## src/rtl/exec_seq_ctrl.sv

```systemverilog
// Multi-cycle FETCH/DECODE/EXEC/MEM/WB sequencer. It owns every architectural
// write strobe and the ALU source-A select.
package src_a_mux_pkg;
    typedef enum logic [1:0] {
        SEL_SRC_A_RS1 = 2'd0,
        SEL_SRC_A_PC  = 2'd1,
        SEL_SRC_A_IMM = 2'd2
    } sel_src_a_t;
endpackage

module exec_seq_ctrl
    import src_a_mux_pkg::*;
#(
    parameter logic RESET_PC_EN = 1'b1
) (
    input  logic         clk,
    input  logic         rst,
    input  logic         halt,
    input  logic [6:0]   opcode,
    input  logic         branch_taken,
    output logic         imem_req,
    input  logic         imem_ack,
    output logic         dmem_req,
    output logic         dmem_we,
    input  logic         dmem_ack,
    output logic         ir_we,
    output logic         reg_we,
    output logic         pc_we,
    output logic         pc_sel_target,
    output logic         pc_rst_req,
    output sel_src_a_t   sel_src_a,
    output logic         illegal,
    output logic         busy,
    output logic [31:0]  instret
);

    localparam logic [6:0] OP_ALU    = 7'b0110011;
    localparam logic [6:0] OP_ALUI   = 7'b0010011;
    localparam logic [6:0] OP_LOAD   = 7'b0000011;
    localparam logic [6:0] OP_STORE  = 7'b0100011;
    localparam logic [6:0] OP_BRANCH = 7'b1100011;
    localparam logic [6:0] OP_JAL    = 7'b1101111;
    localparam logic [6:0] OP_JALR   = 7'b1100111;
    localparam logic [6:0] OP_LUI    = 7'b0110111;
    localparam logic [6:0] OP_AUIPC  = 7'b0010111;

    typedef enum logic [2:0] {
        S_IDLE   = 3'd0,
        S_FETCH  = 3'd1,
        S_DECODE = 3'd2,
        S_EXEC   = 3'd3,
        S_MEM    = 3'd4,
        S_WB     = 3'd5,
        S_TRAP   = 3'd6
    } state_t;

    state_t      state_reg, state_next;
    logic [31:0] instret_reg;
    logic        first_idle_reg;
    logic        retire;

    logic        op_legal, op_mem, op_store, op_branch, op_jump;
    sel_src_a_t  op_sel;

    assign op_legal  = (opcode == OP_ALU)  || (opcode == OP_ALUI)   || (opcode == OP_LOAD) ||
                       (opcode == OP_STORE)|| (opcode == OP_BRANCH) || (opcode == OP_JAL)  ||
                       (opcode == OP_JALR) || (opcode == OP_LUI)    || (opcode == OP_AUIPC);
    assign op_store  = (opcode == OP_STORE);
    assign op_mem    = (opcode == OP_LOAD) || op_store;
    assign op_branch = (opcode == OP_BRANCH);
    assign op_jump   = (opcode == OP_JAL) || (opcode == OP_JALR);

    always_comb begin
        op_sel = SEL_SRC_A_RS1;
        if ((opcode == OP_AUIPC) || (opcode == OP_JAL))
            op_sel = SEL_SRC_A_PC;
        else if (opcode == OP_LUI)
            op_sel = SEL_SRC_A_IMM;
    end

    always_ff @(posedge clk or posedge rst) begin
        if (rst) begin
            state_reg      <= S_IDLE;
            instret_reg    <= 32'd0;
            first_idle_reg <= 1'b1;
        end else begin
            state_reg      <= state_next;
            first_idle_reg <= 1'b0;
            if (retire)
                instret_reg <= instret_reg + 32'd1;
        end
    end

    always_comb begin
        state_next    = state_reg;
        imem_req      = 1'b0;
        ir_we         = 1'b0;
        dmem_req      = 1'b0;
        dmem_we       = 1'b0;
        reg_we        = 1'b0;
        pc_we         = 1'b0;
        pc_sel_target = 1'b0;
        illegal       = 1'b0;
        retire        = 1'b0;
        sel_src_a     = SEL_SRC_A_RS1;
        case (state_reg)
            S_IDLE: begin
                if (!halt)
                    state_next = S_FETCH;
            end
            S_FETCH: begin
                imem_req = 1'b1;
                if (imem_ack) begin
                    ir_we      = 1'b1;
                    state_next = S_DECODE;
                end
            end
            S_DECODE: begin
                state_next = op_legal ? S_EXEC : S_TRAP;
            end
            S_EXEC: begin
                sel_src_a = op_sel;
                if (op_mem) begin
                    state_next = S_MEM;
                end else if (op_branch) begin
                    pc_we         = 1'b1;
                    pc_sel_target = branch_taken;
                    retire        = 1'b1;
                end else begin
                    state_next = S_WB;
                end
            end
            S_MEM: begin
                // Select stays at its EXEC value so the address remains stable.
                sel_src_a = op_sel;
                dmem_req  = 1'b1;
                dmem_we   = op_store;
                if (dmem_ack) begin
                    if (op_store) begin
                        pc_we  = 1'b1;
                        retire = 1'b1;
                    end else begin
                        state_next = S_WB;
                    end
                end
            end
            S_WB: begin
                sel_src_a     = op_sel;
                reg_we        = 1'b1;
                pc_we         = 1'b1;
                pc_sel_target = op_jump;
                retire        = 1'b1;
            end
            S_TRAP: begin
                illegal    = 1'b1;
                state_next = S_IDLE;
            end
            default: state_next = S_IDLE;
        endcase
        if (retire)
            state_next = halt ? S_IDLE : S_FETCH;
    end

    // Gated by rst so the request is quiet while reset is still held.
    assign pc_rst_req = RESET_PC_EN && first_idle_reg && !rst && (state_reg == S_IDLE);
    assign busy       = (state_reg != S_IDLE);
    assign instret    = instret_reg;

endmodule

```

## config.mk

```make
export PLATFORM = sky130hd
export DESIGN_NAME = exec_seq_ctrl
export DESIGN_NICKNAME = d
export VERILOG_FILES = /design/src/rtl/exec_seq_ctrl.sv
export SDC_FILE = /design/constraint.sdc
export NUM_CORES = 1
export LEC_CHECK = 0
export BUFFER_PORTS_ARGS = -buffer_cell sky130_fd_sc_hd__buf_2
export CORE_UTILIZATION = 51
export DETAILED_ROUTE_END_ITERATION = 8
export PLACE_DENSITY_LB_ADDON = 0.05
export SLEW_MARGIN = 15
export SYNTH_ARGS = -nofsm -noshare
export SYNTH_HDL_FRONTEND = slang
export SYNTH_SLANG_ARGS = --single-unit
export TNS_END_PERCENT = 50
```

## constraint.sdc

```tcl
create_clock -name clk -period 1.95 [get_ports clk]
set_clock_uncertainty 0.05 [all_clocks]
set_input_delay 0.39 -clock clk [delete_from_list [all_inputs] [get_ports clk]]
set_output_delay 0.39 -clock clk [all_outputs]
set_load 0.03 [all_outputs]
```

==> load_flow_metrics.sql <==
INSERT INTO impl_metrics (metric_group, metric, value, unit) VALUES
('synth', 'synth.net_count', '205', ''),
('layout', 'area.growth.synth_to_final', '34.3', '%'),
('floorplan', 'initial_utilization', '53.0', '%'),
('synth', 'synth-warning-count', '0', ''),
('worst_setup_path', 'worst_path_dominant_cell_family', 'simple AND/OR/NAND/NOR gates', ''),
('floorplan', 'placement_rows', '22', ''),
('detailed_routing', 'route.vias.total', '1703', ''),
('worst_setup_path', 'worst_ep_required_time', '1510', 'ps'),
('detailed_routing', 'vias_per_cell', '5.37', ''),
('layout', 'sequential_cell_area', '905', 'µm²'),
('clocking', 'numClockSinks', '36', ''),
('synth', 'synth.avg_cell_area', '10.2', 'µm²'),
('synth', 'netlist_area', '1940', 'µm²'),
('grt', 'groute.usage.overall', '23.1', '%'),
('timing', 'fmax', '0.498', 'GHz'),
('detailed_routing', 'drc', '0', ''),
('worst_setup_path', 'cp_num_buf_inv', '1', ''),
('placed_design', 'final_estimated_routing_congestion_in_global_placement', '0.890', ''),
('grt', 'first_global_vias', '1587', ''),
('flow_run', 'timing.max_cap.violations', '0', ''),
('power_and_ir_drop', 'comb_power_share', '36.5', '%'),
('synth', 'ys_dominant_reg_cell', 'dfrtp_1', ''),
('layout', 'finish.net_count', '282', ''),
('floorplan', 'die_area', '4060', 'µm²'),
('placed_design', 'detailed_place_hpwl', '2910', 'µm'),
('synth', 'flip_flop_and_latch_count_after_synthesis', '36', ''),
('synth', 'netlist-cell-type-count', '45', ''),
('status', 'status', 'finished, violations left', ''),
('power_and_ir_drop', 'power.sequential.fraction', '41.2', '%'),
('layout', 'fillerInstances', '298', ''),
('layout', 'final_antenna_diode_count', '0', ''),
('timing', 'timing_max_transition_violations_final', '0', ''),
('synth', 'synth-adder-area-share', '0.645', '%'),
('clocking', 'root_buffer', 'clkbuf_8', ''),
('clocking', 'cts-buffers-inserted', '5', ''),
('worst_setup_path', 'crit_top_cell', 'nand2b_4', ''),
('worst_setup_path', 'path_max_fanout', '5', ''),
('worst_setup_path', 'critPathCaptureType', 'primary output', ''),
('timing', 'timing.hold.ws', '156', 'ps'),
('timing', 'number_of_setup_violations_in_the_final_report', '3', ''),
('detailed_routing', 'drt_pass1_iterations', '4', ''),
('synth', 'post_synth_inst_count', '191', ''),
('detailed_routing', 'avgRoutedWirePerCell', '13.2', 'µm'),
('clocking', 'clk_path_buf_depth', '2', ''),
('placed_design', 'port_buffers', '56', ''),
('layout', 'largest_register_ffs', '32', ''),
('layout', 'layout_common_cells', '50 x buf_2, 33 x dfrtp_1, 29 x xnor2_1, 21 x nand3_1, 18 x buf_4', ''),
('status', 'failed_checks', 'setup timing', ''),
('worst_setup_path', 'timing.critical_path.cells', 'and3b_2, a22oi_2, nand2b_4, nand2b_4, buf_6', ''),
('power_and_ir_drop', 'total_power', '2.26', 'mW'),
('power_and_ir_drop', 'power_density', '865', 'nW/µm²'),
('synth', 'synth_xor_xnor_area_share', '14.0', '%'),
('grt', 'grt_start_max_net_pins', '37', ''),
('timing', 'final.setup.worst_slack', '-58.7', 'ps'),
('layout', 'drive_gt1_share', '37.9', '%'),
('power_and_ir_drop', 'p_int', '1.44', 'mW'),
('synth', 'proportion_of_synthesized_area_in_mux_cells', '1.10', '%'),
('synth', 'seq_total_area_yosys', '46.5', '%'),
('synth', 'async_reset_ff_share', '100', '%'),
('detailed_routing', 'routed_wirelength', '4180', 'µm'),
('clocking', 'htreeDepth', '2', ''),
('timing', 'grt_setup_unrepaired', 'true', ''),
('floorplan', 'pin_count', '57', ''),
('power_and_ir_drop', 'power.switching_fraction', '36.3', '%'),
('grt', 'number_of_antenna_violations_at_the_first_check_in_global_routing', '0', ''),
('timing', 'final.min_clock_period', '2010', 'ps'),
('worst_setup_path', 'cp-start-kind', 'register', ''),
('power_and_ir_drop', 'power.ir.vdd_worst', '700', 'µV'),
('power_and_ir_drop', 'power.share.clock', '22.3', '%'),
('power_and_ir_drop', 'power_leakage', '1.25', 'nW'),
('worst_setup_path', 'crit_path_top_delay_cell', 'dfrtp_2', '');
==> final cells by class <==
cell class              count  share of cell area (%)
repair buffers             75                    18.3
multi-input cells         146                    41.0
clock buffers               7                    2.93
inverters                   4                   0.576
well taps                  48                    2.30
flip-flops and latches     36                    34.7
clock inverters             1                   0.192
==> power groups by stage <==
stage               registers [mW]  clock network, mW  logic [mW]
CTS                          0.927              0.521       0.796
global route                 0.948              0.540       0.905
detailed placement           0.939                  0       0.700
floorplan                    0.990                  0       0.428
finish                       0.930              0.502       0.824
global placement             0.940                  0       0.700
==> synth_stat cells, drive strengths merged (2+ instances only) <==
| cell type | n | area, µm² |
|---|---|---|
| and3b | 3 | 26.3 |
| a32oi | 3 | 26.3 |
| nor2 | 12 | 45.0 |
| nand3 | 21 | 105 |
| and2 | 2 | 12.5 |
| dfrtp | 35 | 876 |
| nand2b | 2 | 12.5 |
| xnor2 | 29 | 254 |
| nand2 | 14 | 52.6 |
| nor4 | 2 | 27.5 |
| nor3b | 3 | 27.5 |
| and4 | 4 | 35.0 |
| nand4 | 12 | 81.3 |
| xor2 | 2 | 17.5 |
| buf | 4 | 22.5 |
| nor2b | 5 | 31.3 |
| o21ai | 3 | 22.5 |
| nand3b | 2 | 15.0 |
| a21oi | 5 | 25.0 |
| a22oi | 2 | 20.0 |
| inv | 4 | 15.0 |
| and3 | 5 | 31.3 |
==> what timing repair did <==
item | 4_1_cts | 5_1_grt
hold endpoints to repair | 0 | 0
setup endpoints to repair | 7 | 7
pin swaps | 6 | 0
gates cloned | 0 | 0
setup buffers | 5 | 0
resized for setup | 19 | 4
==> layer usage <==
layer | vias up | GRT usage (%) | wire length (µm) | share of wire [%]
met5 | - | 0 | 0 | 0
met4 | 0 | 8.52 | 67 | 1.6
met3 | 7 | 4.71 | 176 | 4.2
met2 | 44 | 34.4 | 1910 | 46
met1 | 813 | 32.9 | 2030 | 49
li1 | 839 | - | - | -
==> kinds of logic after synthesis <==
| group | after synthesis |
|---|---|
| and+or+nand+nor | 92 |
| xor gates and xnor gates | 31 |
| other | 1 |
| muxes | 2 |
| adders and majority gates | 1 |
| AOI/OAI and AO/OA | 19 |
| buffers and inverters | 9 |
| DFF | 36 |
==> worst paths after layout <==
kind | from | endpoint | slack (ps) | cells after the start
worst max register to register | state_reg[1]$_DFFE_PP0P_ | instret[1]$_DFFE_PP0P_ | 210 | 6
min in group clk | halt | state_reg[0]$_DFFE_PP0P_ | 320 | 2
max in group asynchronous | rst | state_reg[0]$_DFFE_PP0P_ | 1350 | 3
worst max-delay path | state_reg[1]$_DFFE_PP0P_ | pc_we | -60 | 5
worst min-delay path | rst | instret[8]$_DFFE_PP0P_ | 160 | 3
worst min register to register | instret[31]$_DFFE_PP0P_ | instret[31]$_DFFE_PP0P_ | 430 | 1
==> metrics by stage <==
stage | setup TNS [ps] | setup WS, ps | utilization [%] | area (µm²) | cells
floorplan | -102 | -96.2 | - | 1960 | 191
global placement | 0 | 64.4 | 65.6 | 2400 | 304
detailed placement | 0 | 28.7 | 65.6 | 2400 | 304
CTS | -86.2 | -31.4 | 70.8 | 2590 | 317
global route | -483 | -115 | 71.2 | 2610 | 317
finish | -91.7 | -58.7 | 71.2 | 2610 | 317
==> worst register-to-register path: stages, from the launching register on <==
cell and delay, ps:
dfrtp_2 450, and3b_2 260, a22oi_2 200, nand2b_4 180, nand2b_4 60, buf_4 130, mux2_1 290
Note: power is estimated with default switching activity, not from simulation.
